`src/rtl/serial_host_streamer_if.sv`:
```
// rtl/serial_host_streamer_if.sv - UART byte pair and frame-memory read port of the serial host streamer
// Signals:
//   tx_dv/tx_byte   : host -> UART, one-cycle send strobe and byte
//   tx_done         : UART -> host, one-cycle pulse when the byte has left
//   rx_dv/rx_byte   : UART -> host, one-cycle receive strobe and byte
//   rd_en/frame_addr: host -> memory, read strobe and frame index
//   frame_data      : memory -> host, valid one cycle after rd_en
// Modports: master = the streamer, slave = the UART / memory side.
interface serial_host_streamer_if #(
    parameter int ADDR_W = 16
);
    logic              tx_dv;
    logic [7:0]        tx_byte;
    logic              tx_done;
    logic              rx_dv;
    logic [7:0]        rx_byte;
    logic              rd_en;
    logic [ADDR_W-1:0] frame_addr;
    logic [31:0]       frame_data;

    modport master (
        output tx_dv, tx_byte, rd_en, frame_addr,
        input  tx_done, rx_dv, rx_byte, frame_data
    );

    modport slave (
        input  tx_dv, tx_byte, rd_en, frame_addr,
        output tx_done, rx_dv, rx_byte, frame_data
    );
endinterface

```
`src/rtl/serial_host_streamer.sv`:
```
// rtl/serial_host_streamer.sv - host-side initiator for the console replay serial protocol
// Ports:
//   clk, reset       : clock, synchronous active-high reset
//   start            : one-cycle pulse, begins a session when not busy
//   frame_count      : number of frames to play, sampled on start
//   bus (master)     : UART tx/rx byte pair and frame-memory read port
//   busy/done/error  : session status; error_code holds the abort cause
//   frames_sent      : frames accepted by the device
// Optional feature macro SERIAL_HOST_PING_EN: ping the device (0xAA, expect 0x55)
// after a long request-free stall in STREAM_WAIT.
module serial_host_streamer #(
    parameter int ADDR_W           = 16,
    parameter int PREBUFFER_FRAMES = 64,
    parameter int RESP_TIMEOUT     = 40000,
    parameter int RESP_WINDOW      = 20000
) (
    input  logic                  clk,
    input  logic                  reset,
    input  logic                  start,
    input  logic [ADDR_W-1:0]     frame_count,
    serial_host_streamer_if.master bus,
    output logic                  busy,
    output logic                  done,
    output logic                  error,
    output logic [7:0]            error_code,
    output logic [ADDR_W-1:0]     frames_sent
);
    localparam int T_MAX = (RESP_TIMEOUT > RESP_WINDOW) ? RESP_TIMEOUT : RESP_WINDOW;
`ifdef SERIAL_HOST_PING_EN
    localparam int CNT_MAX = (2 * RESP_TIMEOUT > T_MAX) ? 2 * RESP_TIMEOUT : T_MAX;
`else
    localparam int CNT_MAX = T_MAX;
`endif
    localparam int CNT_W = $clog2(CNT_MAX + 1);
    localparam logic [CNT_W-1:0]  TO_LAST  = CNT_W'(RESP_TIMEOUT - 1);
    localparam logic [CNT_W-1:0]  WIN_LAST = CNT_W'(RESP_WINDOW - 1);
    localparam logic [ADDR_W-1:0] PB_LAST  = ADDR_W'(PREBUFFER_FRAMES - 1);
`ifdef SERIAL_HOST_PING_EN
    localparam logic [CNT_W-1:0]  PING_LAST = CNT_W'(2 * RESP_TIMEOUT - 1);
`endif

    typedef enum logic [4:0] {
        ST_IDLE, ST_RST_SEND, ST_RST_WAIT1, ST_RST_WAIT2,
        ST_SETUP_SEND, ST_SETUP_WAIT1, ST_SETUP_WAIT2,
        ST_FETCH, ST_FETCH_RD, ST_FETCH_CAP, ST_FRAME_SEND, ST_FRAME_WIN,
        ST_STREAM_WAIT, ST_PING_SEND, ST_PING_WAIT, ST_DONE, ST_ERROR
    } state_t;

    state_t            state, state_n, wait_next, send_next;
    logic [CNT_W-1:0]  cnt;
    logic [2:0]        idx;
    logic              in_flight, tx_dv_r, rd_en_r, phase_stream, pending;
    logic [7:0]        tx_byte_r, send_byte, exp_byte, err_n;
    logic [ADDR_W-1:0] addr_r, fcount;
    logic [31:0]       frame_r;
    logic              counting, is_send, is_wait, send_last, issue_rd, commit;
    logic              enter_stream, take_req, set_pend, start_go, go_err;
    logic              byte_ack, rx_req;

    assign byte_ack = in_flight && bus.tx_done;
    assign rx_req   = bus.rx_dv && (bus.rx_byte == 8'h41);

    assign bus.tx_dv      = tx_dv_r;
    assign bus.tx_byte    = tx_byte_r;
    assign bus.rd_en      = rd_en_r;
    assign bus.frame_addr = addr_r;
    assign busy  = !(state == ST_IDLE || state == ST_DONE || state == ST_ERROR);
    assign done  = (state == ST_DONE);
    assign error = (state == ST_ERROR);

    always_comb begin
        state_n = state;   wait_next = state;  send_next = state;
        counting = 1'b0;   is_send = 1'b0;     is_wait = 1'b0;
        send_byte = 8'h00; send_last = 1'b0;   exp_byte = 8'h00;
        issue_rd = 1'b0;   commit = 1'b0;      enter_stream = 1'b0;
        take_req = 1'b0;   start_go = 1'b0;    go_err = 1'b0;
        err_n = 8'h00;
        case (state)
            ST_IDLE, ST_DONE, ST_ERROR: begin
                if (start) begin
                    start_go = 1'b1;
                    state_n  = ST_RST_SEND;
                end
            end
            ST_RST_SEND: begin
                is_send = 1'b1; send_byte = 8'h52; send_last = 1'b1; send_next = ST_RST_WAIT1;
            end
            ST_RST_WAIT1:   begin is_wait = 1'b1; exp_byte = 8'h01; wait_next = ST_RST_WAIT2;   end
            ST_RST_WAIT2:   begin is_wait = 1'b1; exp_byte = 8'h52; wait_next = ST_SETUP_SEND;  end
            ST_SETUP_SEND: begin
                is_send = 1'b1; send_last = (idx == 3'd4); send_next = ST_SETUP_WAIT1;
                case (idx)
                    3'd0:    send_byte = 8'h53;
                    3'd1:    send_byte = 8'h41;
                    3'd2:    send_byte = 8'h4D;
                    3'd3:    send_byte = 8'h80;
                    default: send_byte = 8'h00;
                endcase
            end
            ST_SETUP_WAIT1: begin is_wait = 1'b1; exp_byte = 8'h01; wait_next = ST_SETUP_WAIT2; end
            ST_SETUP_WAIT2: begin is_wait = 1'b1; exp_byte = 8'h53; wait_next = ST_FETCH;       end
            ST_FETCH: begin
                if (frames_sent == fcount) begin
                    state_n = ST_DONE;
                end else begin
                    issue_rd = 1'b1;
                    state_n  = ST_FETCH_RD;
                end
            end
            // Memory sees rd_en in FETCH_RD; its data is captured on leaving FETCH_CAP.
            ST_FETCH_RD:  state_n = ST_FETCH_CAP;
            ST_FETCH_CAP: state_n = ST_FRAME_SEND;
            ST_FRAME_SEND: begin
                is_send = 1'b1; send_last = (idx == 3'd4); send_next = ST_FRAME_WIN;
                case (idx)
                    3'd0:    send_byte = 8'h41;
                    3'd1:    send_byte = frame_r[31:24];
                    3'd2:    send_byte = frame_r[23:16];
                    3'd3:    send_byte = frame_r[15:8];
                    default: send_byte = frame_r[7:0];
                endcase
            end
            ST_FRAME_WIN: begin
                counting = 1'b1;
                if (bus.rx_dv && bus.rx_byte == 8'hB0) begin
                    // Overrun: the frame is not committed and is resent on the next request.
                    enter_stream = 1'b1;
                    state_n      = ST_STREAM_WAIT;
                end else if (bus.rx_dv && (bus.rx_byte == 8'hFF || bus.rx_byte == 8'hFE)) begin
                    go_err = 1'b1;
                    err_n  = bus.rx_byte;
                end else if (cnt == WIN_LAST) begin
                    commit = 1'b1;
                    if (phase_stream || frames_sent == PB_LAST) begin
                        enter_stream = 1'b1;
                        state_n      = ST_STREAM_WAIT;
                    end else begin
                        state_n = ST_FETCH;
                    end
                end
            end
            ST_STREAM_WAIT: begin
                if (pending || rx_req) begin
                    take_req = 1'b1;
                    state_n  = ST_FETCH;
                end
`ifdef SERIAL_HOST_PING_EN
                else begin
                    counting = 1'b1;
                    if (cnt == PING_LAST) state_n = ST_PING_SEND;
                end
`endif
            end
`ifdef SERIAL_HOST_PING_EN
            ST_PING_SEND: begin
                is_send = 1'b1; send_byte = 8'hAA; send_last = 1'b1; send_next = ST_PING_WAIT;
            end
            ST_PING_WAIT: begin
                counting = 1'b1;
                if (bus.rx_dv) begin
                    if (bus.rx_byte == 8'h55) begin
                        state_n = ST_STREAM_WAIT;
                    end else if (bus.rx_byte != 8'h41) begin
                        go_err = 1'b1;
                        err_n  = bus.rx_byte;
                    end
                end else if (cnt == TO_LAST) begin
                    go_err = 1'b1;
                    err_n  = 8'hE2;
                end
            end
`endif
            default: state_n = ST_IDLE;
        endcase

        if (is_send && byte_ack && send_last) state_n = send_next;

        if (is_wait) begin
            counting = 1'b1;
            if (bus.rx_dv) begin
                if (bus.rx_byte == exp_byte) begin
                    state_n = wait_next;
                end else begin
                    go_err = 1'b1;
                    err_n  = bus.rx_byte;
                end
            end else if (cnt == TO_LAST) begin
                go_err = 1'b1;
                err_n  = 8'hE1;
            end
        end

        // A request outside the handshake waits is remembered for STREAM_WAIT.
        set_pend = rx_req && busy && !is_wait && (state != ST_STREAM_WAIT);

        if (go_err) state_n = ST_ERROR;
    end

    always_ff @(posedge clk) begin
        if (reset) begin
            state <= ST_IDLE;  cnt <= '0;        idx <= '0;        in_flight <= 1'b0;
            tx_dv_r <= 1'b0;   tx_byte_r <= '0;  rd_en_r <= 1'b0;  addr_r <= '0;
            frame_r <= '0;     fcount <= '0;     frames_sent <= '0;
            error_code <= '0;  phase_stream <= 1'b0; pending <= 1'b0;
        end else begin
            state <= state_n;

            if (state_n != state || !counting) cnt <= '0;
            else                               cnt <= cnt + 1'b1;

            // One byte in flight at a time: tx_dv is raised only when the previous tx_done has landed.
            tx_dv_r <= 1'b0;
            if (state_n != state) begin
                idx       <= '0;
                in_flight <= 1'b0;
            end else if (is_send && !in_flight) begin
                in_flight <= 1'b1;
                tx_dv_r   <= 1'b1;
                tx_byte_r <= send_byte;
            end else if (byte_ack) begin
                in_flight <= 1'b0;
                idx       <= idx + 1'b1;
            end

            rd_en_r <= issue_rd;
            if (issue_rd) addr_r <= frames_sent;
            if (state == ST_FETCH_CAP) frame_r <= bus.frame_data;

            if (start_go) begin
                fcount       <= frame_count;
                frames_sent  <= '0;
                error_code   <= '0;
                phase_stream <= 1'b0;
            end else begin
                if (commit && frames_sent != fcount) frames_sent <= frames_sent + 1'b1;
                if (enter_stream) phase_stream <= 1'b1;
                if (go_err) error_code <= err_n;
            end

            if (start_go || take_req) pending <= 1'b0;
            else if (set_pend)        pending <= 1'b1;
        end
    end
endmodule
```
`src/flat_wrapper.sv`:
```
// flat-port wrapper written by rule: the top's interface ports become plain ports
module serial_host_streamer_flat 
#(
    parameter int ADDR_W           = 16,
    parameter int PREBUFFER_FRAMES = 64,
    parameter int RESP_TIMEOUT     = 40000,
    parameter int RESP_WINDOW      = 20000
)
  (clk, reset, start, frame_count, busy, done, error, error_code, frames_sent, bus_tx_dv, bus_tx_byte, bus_rd_en, bus_frame_addr, bus_tx_done, bus_rx_dv, bus_rx_byte, bus_frame_data);
  serial_host_streamer_if #(.ADDR_W(ADDR_W)) bus_i ();
  input  logic clk;
  input  logic reset;
  input  logic start;
  input  logic [ADDR_W-1:0] frame_count;
  output logic busy;
  output logic done;
  output logic error;
  output logic [7:0] error_code;
  output logic [ADDR_W-1:0] frames_sent;
  output wire logic [$bits(bus_i.tx_dv)-1:0] bus_tx_dv;
  output wire logic [$bits(bus_i.tx_byte)-1:0] bus_tx_byte;
  output wire logic [$bits(bus_i.rd_en)-1:0] bus_rd_en;
  output wire logic [$bits(bus_i.frame_addr)-1:0] bus_frame_addr;
  input wire logic [$bits(bus_i.tx_done)-1:0] bus_tx_done;
  input wire logic [$bits(bus_i.rx_dv)-1:0] bus_rx_dv;
  input wire logic [$bits(bus_i.rx_byte)-1:0] bus_rx_byte;
  input wire logic [$bits(bus_i.frame_data)-1:0] bus_frame_data;
  assign bus_tx_dv = bus_i.tx_dv;
  assign bus_tx_byte = bus_i.tx_byte;
  assign bus_rd_en = bus_i.rd_en;
  assign bus_frame_addr = bus_i.frame_addr;
  assign bus_i.tx_done = bus_tx_done;
  assign bus_i.rx_dv = bus_rx_dv;
  assign bus_i.rx_byte = bus_rx_byte;
  assign bus_i.frame_data = bus_frame_data;
  serial_host_streamer #(.ADDR_W(ADDR_W), .PREBUFFER_FRAMES(PREBUFFER_FRAMES), .RESP_TIMEOUT(RESP_TIMEOUT), .RESP_WINDOW(RESP_WINDOW)) u_core (.clk(clk), .reset(reset), .start(start), .frame_count(frame_count), .bus(bus_i), .busy(busy), .done(done), .error(error), .error_code(error_code), .frames_sent(frames_sent));
endmodule
```
`config.mk`:
```
export PLATFORM = sky130hd
export DESIGN_NAME = serial_host_streamer_flat
export DESIGN_NICKNAME = d
export VERILOG_FILES = /design/src/rtl/serial_host_streamer_if.sv /design/src/rtl/serial_host_streamer.sv /design/src/flat_wrapper.sv
export SDC_FILE = /design/constraint.sdc
export NUM_CORES = 1
export LEC_CHECK = 0
export CAP_MARGIN = 15
export CORE_AREA = 8 8 123 125
export CTS_CLUSTER_SIZE = 8
export DETAILED_ROUTE_END_ITERATION = 12
export DIE_AREA = 0 0 131 133
export HOLD_SLACK_MARGIN = 0.06
export PLACE_DENSITY = 0.71
export SLEW_MARGIN = 40
export SYNTH_ARGS = -nofsm -noshare
export SYNTH_HDL_FRONTEND = slang
export SYNTH_SLANG_ARGS = --single-unit
```
`constraint.sdc`:
```
create_clock -name clk -period 5.4 [get_ports clk]
set_clock_uncertainty 0.1 [all_clocks]
set_input_delay 0.81 -clock clk [delete_from_list [all_inputs] [get_ports clk]]
set_output_delay 0.81 -clock clk [all_outputs]
set_load 0.01 [all_outputs]
```
## Yosys cells after proc, flatten, opt, wreduce, memory -nomap -nowiden

Cells that the tools add are included.

| word-level totals | value |
|---|---|
| logic and storage cells | 142 |
| bits in registers | 125 |

| cells by class | value |
|---|---|
| reduce and logical (&&, ||, !) cells | 37 |
| add/sub/neg operators | 3 |
| equal/unequal tests | 30 |
| multiplexer cells | 56 |
| bitwise operators | 2 |

Operators by type and width:

| cell | count |
|---|---|
| case mux 8 bit (4 select lines) | 2 |
| 2-to-1 mux 8 bit | 7 |
| 2-to-1 mux 5 bit | 10 |
| case mux 5 bit (7 select lines) | 1 |
| adder 16 x 1 -> 16 bit, second input constant | 2 |
| equality test 5 x 4 -> 1 bit, second input constant | 6 |
| 2-to-1 mux 1 bit | 29 |
| equality test 8 bit, second input constant | 3 |
| case mux 8 bit (3 select lines) | 1 |
| case mux 7 bit (3 select lines) | 1 |
| equality test 5 x 3 -> 1 bit, second input constant | 4 |
| case mux 5 bit (4 select lines) | 1 |
| equality test 16 x 15 -> 1 bit, second input constant | 1 |
| equality test 16 bit | 1 |
| equality test 16 bit, second input constant | 1 |
| equality test 16 x 6 -> 1 bit, second input constant | 1 |
| inequality test 16 bit | 1 |
| case mux 5 bit (3 select lines) | 1 |
| OR reduction 2 bit | 6 |
| logical AND 1 bit | 11 |
| equality test 5 x 2 -> 1 bit, second input constant | 2 |
| equality test 8 x 7 -> 1 bit | 1 |
| equality test 8 x 7 -> 1 bit, second input constant | 1 |
| logical OR 1 bit | 7 |
| other kinds (20) | 27 |

## Longest topological paths before layout

Gate-level depths: netlist of run 1.

| logic depth | value |
|---|---|
| word-level depth | 15 |
| depth in mapped cells | 10 |

## Worst setup path before layout of run 1

No wires, ideal clock.

| timing path | value |
|---|---|
| path type | input-to-reg |
| from | in bus_rx_byte[1] |
| to | reg u_core.cnt[10] |
| arrival time | 2.675 ns |
| path buffers | 1 |
| library setup time | 0.064 ns |
| path slack | 2.562 ns |
| stages on the path | 8 |
| required time | 5.236 ns |
| path through | or4_1 > or3_4 > a21oi_1 > a211oi_1 > a311o_1 > a21o_1 > buf_6 > nor2_1 |

| on the way | value |
|---|---|
| longest elaborated chain between the ends | 14 |

Ends and longest elaborated chain:

| item | line | RTL |
|---|---|---|
| from (decl) | flat_wrapper.sv:26 | `input wire logic [$bits(bus_i.rx_byte)-1:0] bus_rx_byte;` |
| equality test 8 bit | serial_host_streamer.sv:129 | `end else if (bus.rx_dv && (bus.rx_byte == 8'hFF \|\| bus.rx_byte == 8'hFE)) begin` |
| logical OR 1 bit | serial_host_streamer.sv:129 |  |
| logical AND 1 bit | serial_host_streamer.sv:129 |  |
| 2-to-1 mux 5 bit | serial_host_streamer.sv:129 |  |
| 2-to-1 mux 5 bit | serial_host_streamer.sv:125 | `if (bus.rx_dv && bus.rx_byte == 8'hB0) begin` |
| case mux 5 bit (7 select lines) | serial_host_streamer.sv:78 | `case (state)` |
| 2-to-1 mux 5 bit | serial_host_streamer.sv:176 | `if (is_send && byte_ack && send_last) state_n = send_next;` |
| 2-to-1 mux 5 bit | serial_host_streamer.sv:181 | `if (bus.rx_byte == exp_byte) begin` |
| 2-to-1 mux 5 bit | serial_host_streamer.sv:180 | `if (bus.rx_dv) begin` |
| 2-to-1 mux 5 bit | serial_host_streamer.sv:178 | `if (is_wait) begin` |
| 2-to-1 mux 5 bit * | serial_host_streamer.sv:196 | `if (go_err) state_n = ST_ERROR;` |
| inequality test 5 bit * | serial_host_streamer.sv:208 | `if (state_n != state \|\| !counting) cnt <= '0;` |
| logical OR 1 bit * | serial_host_streamer.sv:208 |  |
| OR reduction 2 bit (no source line) * | n/a |  |
| to (signal assigned) | serial_host_streamer.sv:209 | `else cnt <= cnt + 1'b1;` |
| to (decl) | serial_host_streamer.sv:50 | `logic [CNT_W-1:0] cnt;` |

Mark *: on every way between the ends. The rest lies on a longest branch, timed or not.
A chain may end at the register's enable or synchronous reset.

## Final worst setup path of run 1

| timing path | value |
|---|---|
| from | reg u_core.state[4] |
| to | out busy |

| on the way | value |
|---|---|
| longest elaborated chain between the ends | 4 |

Ends and longest elaborated chain:

| item | line | RTL |
|---|---|---|
| from (decl) | serial_host_streamer.sv:49 | `state_t state, state_n, wait_next, send_next;` |
| from (signal assigned) | serial_host_streamer.sv:206 | `state <= state_n;` |
| equality test 5 x 4 -> 1 bit / logical NOT 5 bit (equally long branches) | serial_host_streamer.sv:67 | `assign busy = !(state == ST_IDLE \|\| state == ST_DONE \|\| state == ST_ERROR);` |
| logical OR 1 bit | serial_host_streamer.sv:67 |  |
| logical OR 1 bit * | serial_host_streamer.sv:67 |  |
| logical NOT 1 bit * | serial_host_streamer.sv:67 |  |
| to (decl) | flat_wrapper.sv:15 | `output logic busy;` |

Marks and branches as above.

==> metrics.md, run 1 <==
| Metric | Value |
|---|---|
| Post-synth top cells | `nand2_1 (139), dfxtp_1 (125), nor2_1 (89)` |
| Vias in the first global route | `about 5,500` |
| Deepest clock path buffer count | `2` |
| Fin util | `0.5941` |
| Std cell rows | `42` |
| Initial Util | `0.4535` |
| Final min period | `3.510 ns` |
| Synth Area in Compound Gates | `0.1533` |
| Seq pwr share | `0.410` |
| Grt ovf | `0` |
| Most used cell, CP | `nor2_1` |
| Power Density | `299.7 mW/mm2` |
| Int Power | `approximately 1800 uW` |
| Net Switching | `approximately 500 uW` |
| CP endpoint kind | `primary output` |
| Gr usage total | `0.1943` |
| Die Wd | `around 130 um` |
| Share of Yosys cell area claimed by the top area cell type | `0.4217` |
| Post-Syn Instances | `741` |
| Register area share after synthesis | `0.4217` |
| I/O Pins | `roughly 110` |
| Pleak | `0.002861 uW` |
| YS warnings | `0` |
| Adder-Cell Fraction of Synth Area | `0.01476` |
| Synthesized flop and latch total | `125` |
| Post-CTS setup buffer count | `0` |
| Vias | `around 5,600` |
| CP top delay family | `simple AND/OR/NAND/NOR gates` |
| Layout cells sized above 1 | `0.06272` |
| Area delta synth->final | `30.99%` |
| Cell area after layout | `0.007774 mm2` |
| Synth Area in Simple Gates | `0.2762` |
| Status | `finished clean` |
| Cts repair resizes | `0` |
| Worst path buffer plus inverter count | `1` |
| Fmax | `about 280 MHz` |
| CTS tree | `built` |
| Final setup fails | `0` |
| RSZ-0062 raised after global routing | `false` |
| Synth area leaders | `dfxtp_1 (42%), nand2_1 (8.8%), a21oi_1 (5.7%)` |
| Syn nets | `slightly above 800` |
| H-tree depth | `4` |
| DRC Markers | `0` |
| Initial detailed-routing violation count | `about 520` |
| Mean Syn Cell Area | `approximately 8.0 um2` |
| Average wire per standard cell | `between 15 and 20 um` |
| Vias per inst | `~5.5` |
| Top FF cell, synth | `dfxtp_1` |
| Async SR Flop Fraction | `0` |
| Combinational fraction of design power | `0.070` |
| Final setup TNS | `0 ns` |
| # diodes | `0` |
| Number of CTS-inserted buffers | `17` |
| Final nets | `900` |
| Worst IR Drop VDD | `around 0.00022 V` |
| Critical Path Source Type | `flop` |
| Die height | `133 um` |
| MaxCap Viol Count | `0` |
| Drt first pass iters | `5` |
| CP Max Fanout | `17` |
| Crit Path Class | `flop to primary output` |
| Period utilisation layout | `0.6500` |
| Crit path DAT | `between 2 and 3 ns` |
| DP Cell Count | `roughly 990` |
| EDFF count, synth | `0` |
| Worst EP required | `roughly 4.5 ns` |
| Largest family of logic cells by synthesized area | `simple AND/OR/NAND/NOR gates` |
| Post-Synth XOR/XNOR Area | `0.06346` |
| Worst skew pair latency | `0.42 ns` |
| Sink Count | `roughly 130` |
| CP peak stage delay | `between 0.7 and 0.8 ns` |
| Multiplexer area fraction after synthesis | `0.03205` |
| Count of different cell masters after synthesis | `63` |
| Clk root buf | `clkbuf_16` |
| Count leader, synth | `nand2_1` |
| First-pass GRT wire length | `around 27 mm` |
| I/O Buffers | `~110` |
| DIE AREA | `0.01742 mm2` |
| Critical path, cell by cell | `nand3b_1 > nor2_1 > nor2_1 > clkdlybuf4s50_1` |
| Final Hold Fails | `0` |
| Worst-margin pin slew | `~0.76 ns` |
| Slew margin rel. | `0.4926` |
| Core area | `about 0.013 mm2` |
| # hold bufs at CTS | `0` |
| Routability Congestion | `just under 0.9` |
| Pins Over Slew Limit | `0` |
| Power share of the clock group | `0.520` |
| WL final | `~17 mm` |
| Synth area leader | `dfxtp_1` |
| HPWL after DPL | `12.08 mm` |
| Antenna Nets Post-Route | `0` |
| Largest net degree at the start of global routing | `between 50 and 60` |
| Antenna violations before repair | `0` |
| Slowest-stage cell, CP | `dfxtp_1` |
| Non-Filler Instances | `approximately 1,000` |
| Worst hold path class | `flop to flop` |
| Net Sw Frac | `0.2153` |
| Worst-path clk slew | `0.06 ns` |
| Synthesized area | `0.005934 mm2` |
| Dpl cell area | `about 0.007 mm2` |
-- metal layers --
metal | GRT usage | vias up | share of wire
met3 | 0.04781 | 38 | 0.068
li1 | - | 2756 | -
met5 | 0 | - | 0
met2 | 0.3226 | 194 | 0.49
met1 | 0.2267 | 2626 | 0.41
met4 | 0.09445 | 0 | 0.029
-- flip-flops by register name (all words and copies together) (netlist names) --
name	flops
u_core.phase_stream	1
u_core.state	5
u_core.in_flight	1
u_core.bus.rd_en	1
u_core.pending	1
u_core.error_code	8
u_core.bus.frame_addr	16
u_core.bus.tx_dv	1
u_core.idx	3
u_core.cnt	16
u_core.frames_sent	16
u_core.frame_r	32
u_core.fcount	16
u_core.bus.tx_byte	8
-- power groups by stage --
stage | registers (uW) | logic (uW) | clock network [uW]
3_5_place_dp | 974 | 163 | 0
4_1_cts | 954 | 164 | 1230
5_1_grt | 956 | 178 | 1270
2_1_floorplan | 969 | 81.2 | 0
6_report | 955 | 164 | 1210
3_3_place_gp | 973 | 159 | 0
-- worst paths after layout --
check | from | end | slack [ns] | cells past startpoint
max | u_core.state[4] | busy | 1.89 | 4
min | u_core.frame_r[3] | u_core.frame_r[3] | 0.35 | 2
max reg2reg | u_core.state[2] | u_core.in_flight | 2.34 | 7
min reg2reg | u_core.frame_r[3] | u_core.frame_r[3] | 0.35 | 2
-- through the flow --
step,setup slack (ns),total power [uW],hold slack (ns)
finish,1.890,2330,0.3540
global route,1.793,2407,0.3797
CTS,1.916,2346,0.3569
detailed placement,1.801,1137,0.3490
global placement,1.898,1132,0.3381
floorplan,2.562,1051,0.3298
-- final cells by class --
type	instances	area [um2]
Fill cell	1157	5311
Multi-Input combinational cell	561	3222
Sequential cell	125	2502
Timing Repair Buffer	117	1156
Clock buffer	22	474.2
Tap cell	176	220.2
Clock inverter	10	161.4
Inverter	10	37.54
-- worst min-delay path, cell delays in order (launching register included) --
cell and delay (ns):
dfxtp_1 0.31, nand2_1 0.05, a21oi_1 0.05
-- placed cells by master, fill, tap and decap left out, types with 5 or more instances in the layout --
cell type / Yosys / final
a222oi_1: 6 / 6
nand4_1: 10 / 10
nand2_1: 139 / 139
nor3_1: 16 / 14
clkbuf_16: 0 / 17
nor4_1: 13 / 13
xnor2_1: 14 / 14
o21ai_0: 11 / 11
xor2_1: 29 / 29
a31oi_1: 5 / 5
nor2b_1: 6 / 6
nand2b_1: 8 / 7
ha_1: 7 / 7
nand3_1: 21 / 21
nor2_1: 89 / 88
and3_1: 12 / 12
or2_2: 6 / 6
a211oi_1: 8 / 8
dfxtp_1: 125 / 125
o211ai_1: 8 / 8
a21oi_1: 67 / 67
a221oi_1: 5 / 5
inv_1: 10 / 10
and2_1: 8 / 8
mux2i_1: 19 / 19
clkdlybuf4s50_1: 0 / 112
-- cell families after synthesis --
family | Yosys count
mux | 19
fa+ha+maj | 7
simple gates | 351
buf+inv | 55
xor+xnor | 43
compound gates | 141
flops | 125
Power figures use the tool's default switching activity.
==> inputs of run 2 (changes only) <==
- clock period: 5.4 -> 3.3 ns (I/O delays scaled with it)
==> run 2 against run 1 <==
Compared with the run above:
- register-to-register slack got worse by 2.0 ns
- hold slack improved by 0.0041 ns
- first-iteration DRC count fell by 9.2%
- non-clock buffer count rose by 14
- die area did not move
- via count rose by 0.32%
- cell count rose by 1.4%
- flip-flop and latch count did not move
- critical path depth rose by 3
- critical endpoint is now u_core.frames_sent[14]
- largest cell class unchanged
- highest routed layer unchanged
==> metrics.md, run 2 (synthesized netlist as in run 1, its figures left out) <==
| Metric | Value |
|---|---|
| Number of CTS-inserted buffers | `17` |
| Average wire per standard cell | `about 16 um` |
| Hold Path Depth | `2` |
| Reg2reg path depth | `7` |
| Routability Congestion | `~0.94` |
| Cts repair resizes | `0` |
| Vias | `between 5,000 and 6,000` |
| Crit path DAT | `3.14 ns` |
| Final setup fails | `0` |
| Critical Path Source Type | `flop` |
| Max FFs per register | `32` |
| DIE AREA | `0.01742 mm2` |
| Period utilisation layout | `0.8957` |
| Worst-path clk slew | `0.05 ns` |
| Final nets | `approximately 900` |
| Final setup TNS | `0 ns` |
| Worst IR Drop VDD | `between 0.0003 and 0.0004 V` |
| DP Cell Count | `between 1,000 and 1,500` |
| Sink Count | `about 130` |
| Antenna violations before repair | `0` |
| CP Max Fanout | `24` |
| Worst hold path class | `flop to flop` |
| Non-Filler Instances | `slightly above 1,000` |
| Post-CTS setup buffer count | `0` |
| WHS Endpoint | `u_core.frame_r[4]` |
| Commonest non-fill, non-tap cell in the layout | `nand2_1` |
| Initial detailed-routing violation count | `around 470` |
| Worst skew pair latency | `0.42 ns` |
| MaxCap Viol Count | `0` |
| RSZ-0062 raised after global routing | `false` |
| Gr usage total | `0.1925` |
| Initial Util | `0.4535` |
| Layout cells sized above 1 | `0.06985` |
| Die height | `~130 um` |
| # hold bufs at CTS | `0` |
| Most flops, register | `u_core.frame_r` |
| Die Wd | `approximately 130 um` |
| I/O Buffers | `about 110` |
| Cell area after layout | `between 0.007 and 0.008 mm2` |
| Largest net degree at the start of global routing | `between 60 and 70` |
| Vias per inst | `around 5.4` |
| Crit Path Class | `flop to flop` |
| Worst reg2reg endpoint | `u_core.frames_sent[14]` |
| Worst EP required | `3.49 ns` |
| Setup ws final | `0.3443 ns` |
| Pins Over Slew Limit | `0` |
| DRC Markers | `0` |
| WL final | `16.51 mm` |
| Fmax | `~340 MHz` |
| R2r startpoint | `u_core.state[1]` |
| Slew margin rel. | `0.4969` |
| Core area | `about 0.013 mm2` |
| Power Density | `474.0 mW/mm2` |
| CP endpoint kind | `flop` |
| HPWL after DPL | `roughly 12 mm` |
| Most frequent cells in the layout | `nand2_1 (139), dfxtp_1 (125), clkdlybuf4s50_1 (112)` |
| Final min period | `~3.0 ns` |
| Pleak | `roughly 0.0029 uW` |
| Vias in the first global route | `around 5,400` |
| First-pass GRT wire length | `about 27 mm` |
| # diodes | `0` |
| Clk root buf | `clkbuf_16` |
| Pre-CTS setup slack | `approximately 0.072 ns` |
| I/O Pins | `114` |
| Antenna Nets Post-Route | `0` |
| Grt ovf | `0` |
| CTS tree | `built` |
| Final Hold Fails | `0` |
| R2R Setup Slk | `approximately 0.34 ns` |
| H-tree depth | `4` |
| Worst-margin pin slew | `between 0.7 and 0.8 ns` |
| Dpl cell area | `0.007229 mm2` |
| Min-delay src | `u_core.frame_r[4]` |
| Drt first pass iters | `5` |
| Status | `finished clean` |
| Deepest clock path buffer count | `2` |
| Area delta synth->final | `31.86%` |
| Std cell rows | `42` |
-- run 2: cell count changes in the layout (fill, tap and decap cells not counted), moves of 2 or more --
cell / previous run / this run
clkinvlp_4: 3 / 0
clkbuf_1: 2 / 5
clkinv_2: 2 / 4
buf_4: 4 / 18
-- run 2: routing by layer --
metal | GRT usage | share of wire
met5 | 0 | 0
met3 | 0.04098 | 0.068
met4 | 0.1015 | 0.030
met1 | 0.2293 | 0.42
met2 | 0.3149 | 0.48
-- run 2: final cells by class --
type | instances | area [um2]
timing repair buffer | 131 | 1261
clock buffer | 25 | 485.5
sequential | 125 | 2502
multi-input combinational | 561 | 3208
fill | 1147 | 5260
tap | 176 | 220.2
inverter | 10 | 37.54
clock inverter | 7 | 110.1
-- run 2: worst max-delay path by stage --
stage / to / start / depth (start not counted)
final: u_core.frames_sent[14] / u_core.state[1] / 7
after global routing: u_core.frames_sent[14] / u_core.state[1] / 7
after CTS: busy / u_core.state[1] / 4
after detailed placement: u_core.idx[1] / bus_rx_byte[2] / 8
after global placement: u_core.idx[1] / bus_rx_byte[2] / 8
after floorplan: u_core.cnt[10] / bus_rx_byte[1] / 8
-- run 2: power by group --
group / switching, uW / total (uW) / leakage (uW) / internal (uW)
clock: 626 / 1870 / 0.000295 / 1240
combinational: 138 / 283 / 0.00161 / 145
sequential: 21.2 / 1560 / 0.00101 / 1540
-- run 2: worst max-delay path, stage by stage (launching register included) --
cell and delay [ns]:
dfxtp_1 0.80, nand2b_1 0.27, nor2_1 0.26, and2_1 0.18, and3_1 0.32, nand4_1 0.33
o311ai_0 0.44, o41ai_1 0.12
-- run 2: per-stage QoR --
stage	hold WS, ns	util	total power [uW]
2_1_floorplan	0.3298	-	1719
3_3_place_gp	0.3375	0.5525	1865
3_5_place_dp	0.3478	0.5525	1872
4_1_cts	0.3487	0.5980	3738
5_1_grt	0.3634	0.5980	3836
6_report	0.3581	0.5980	3709
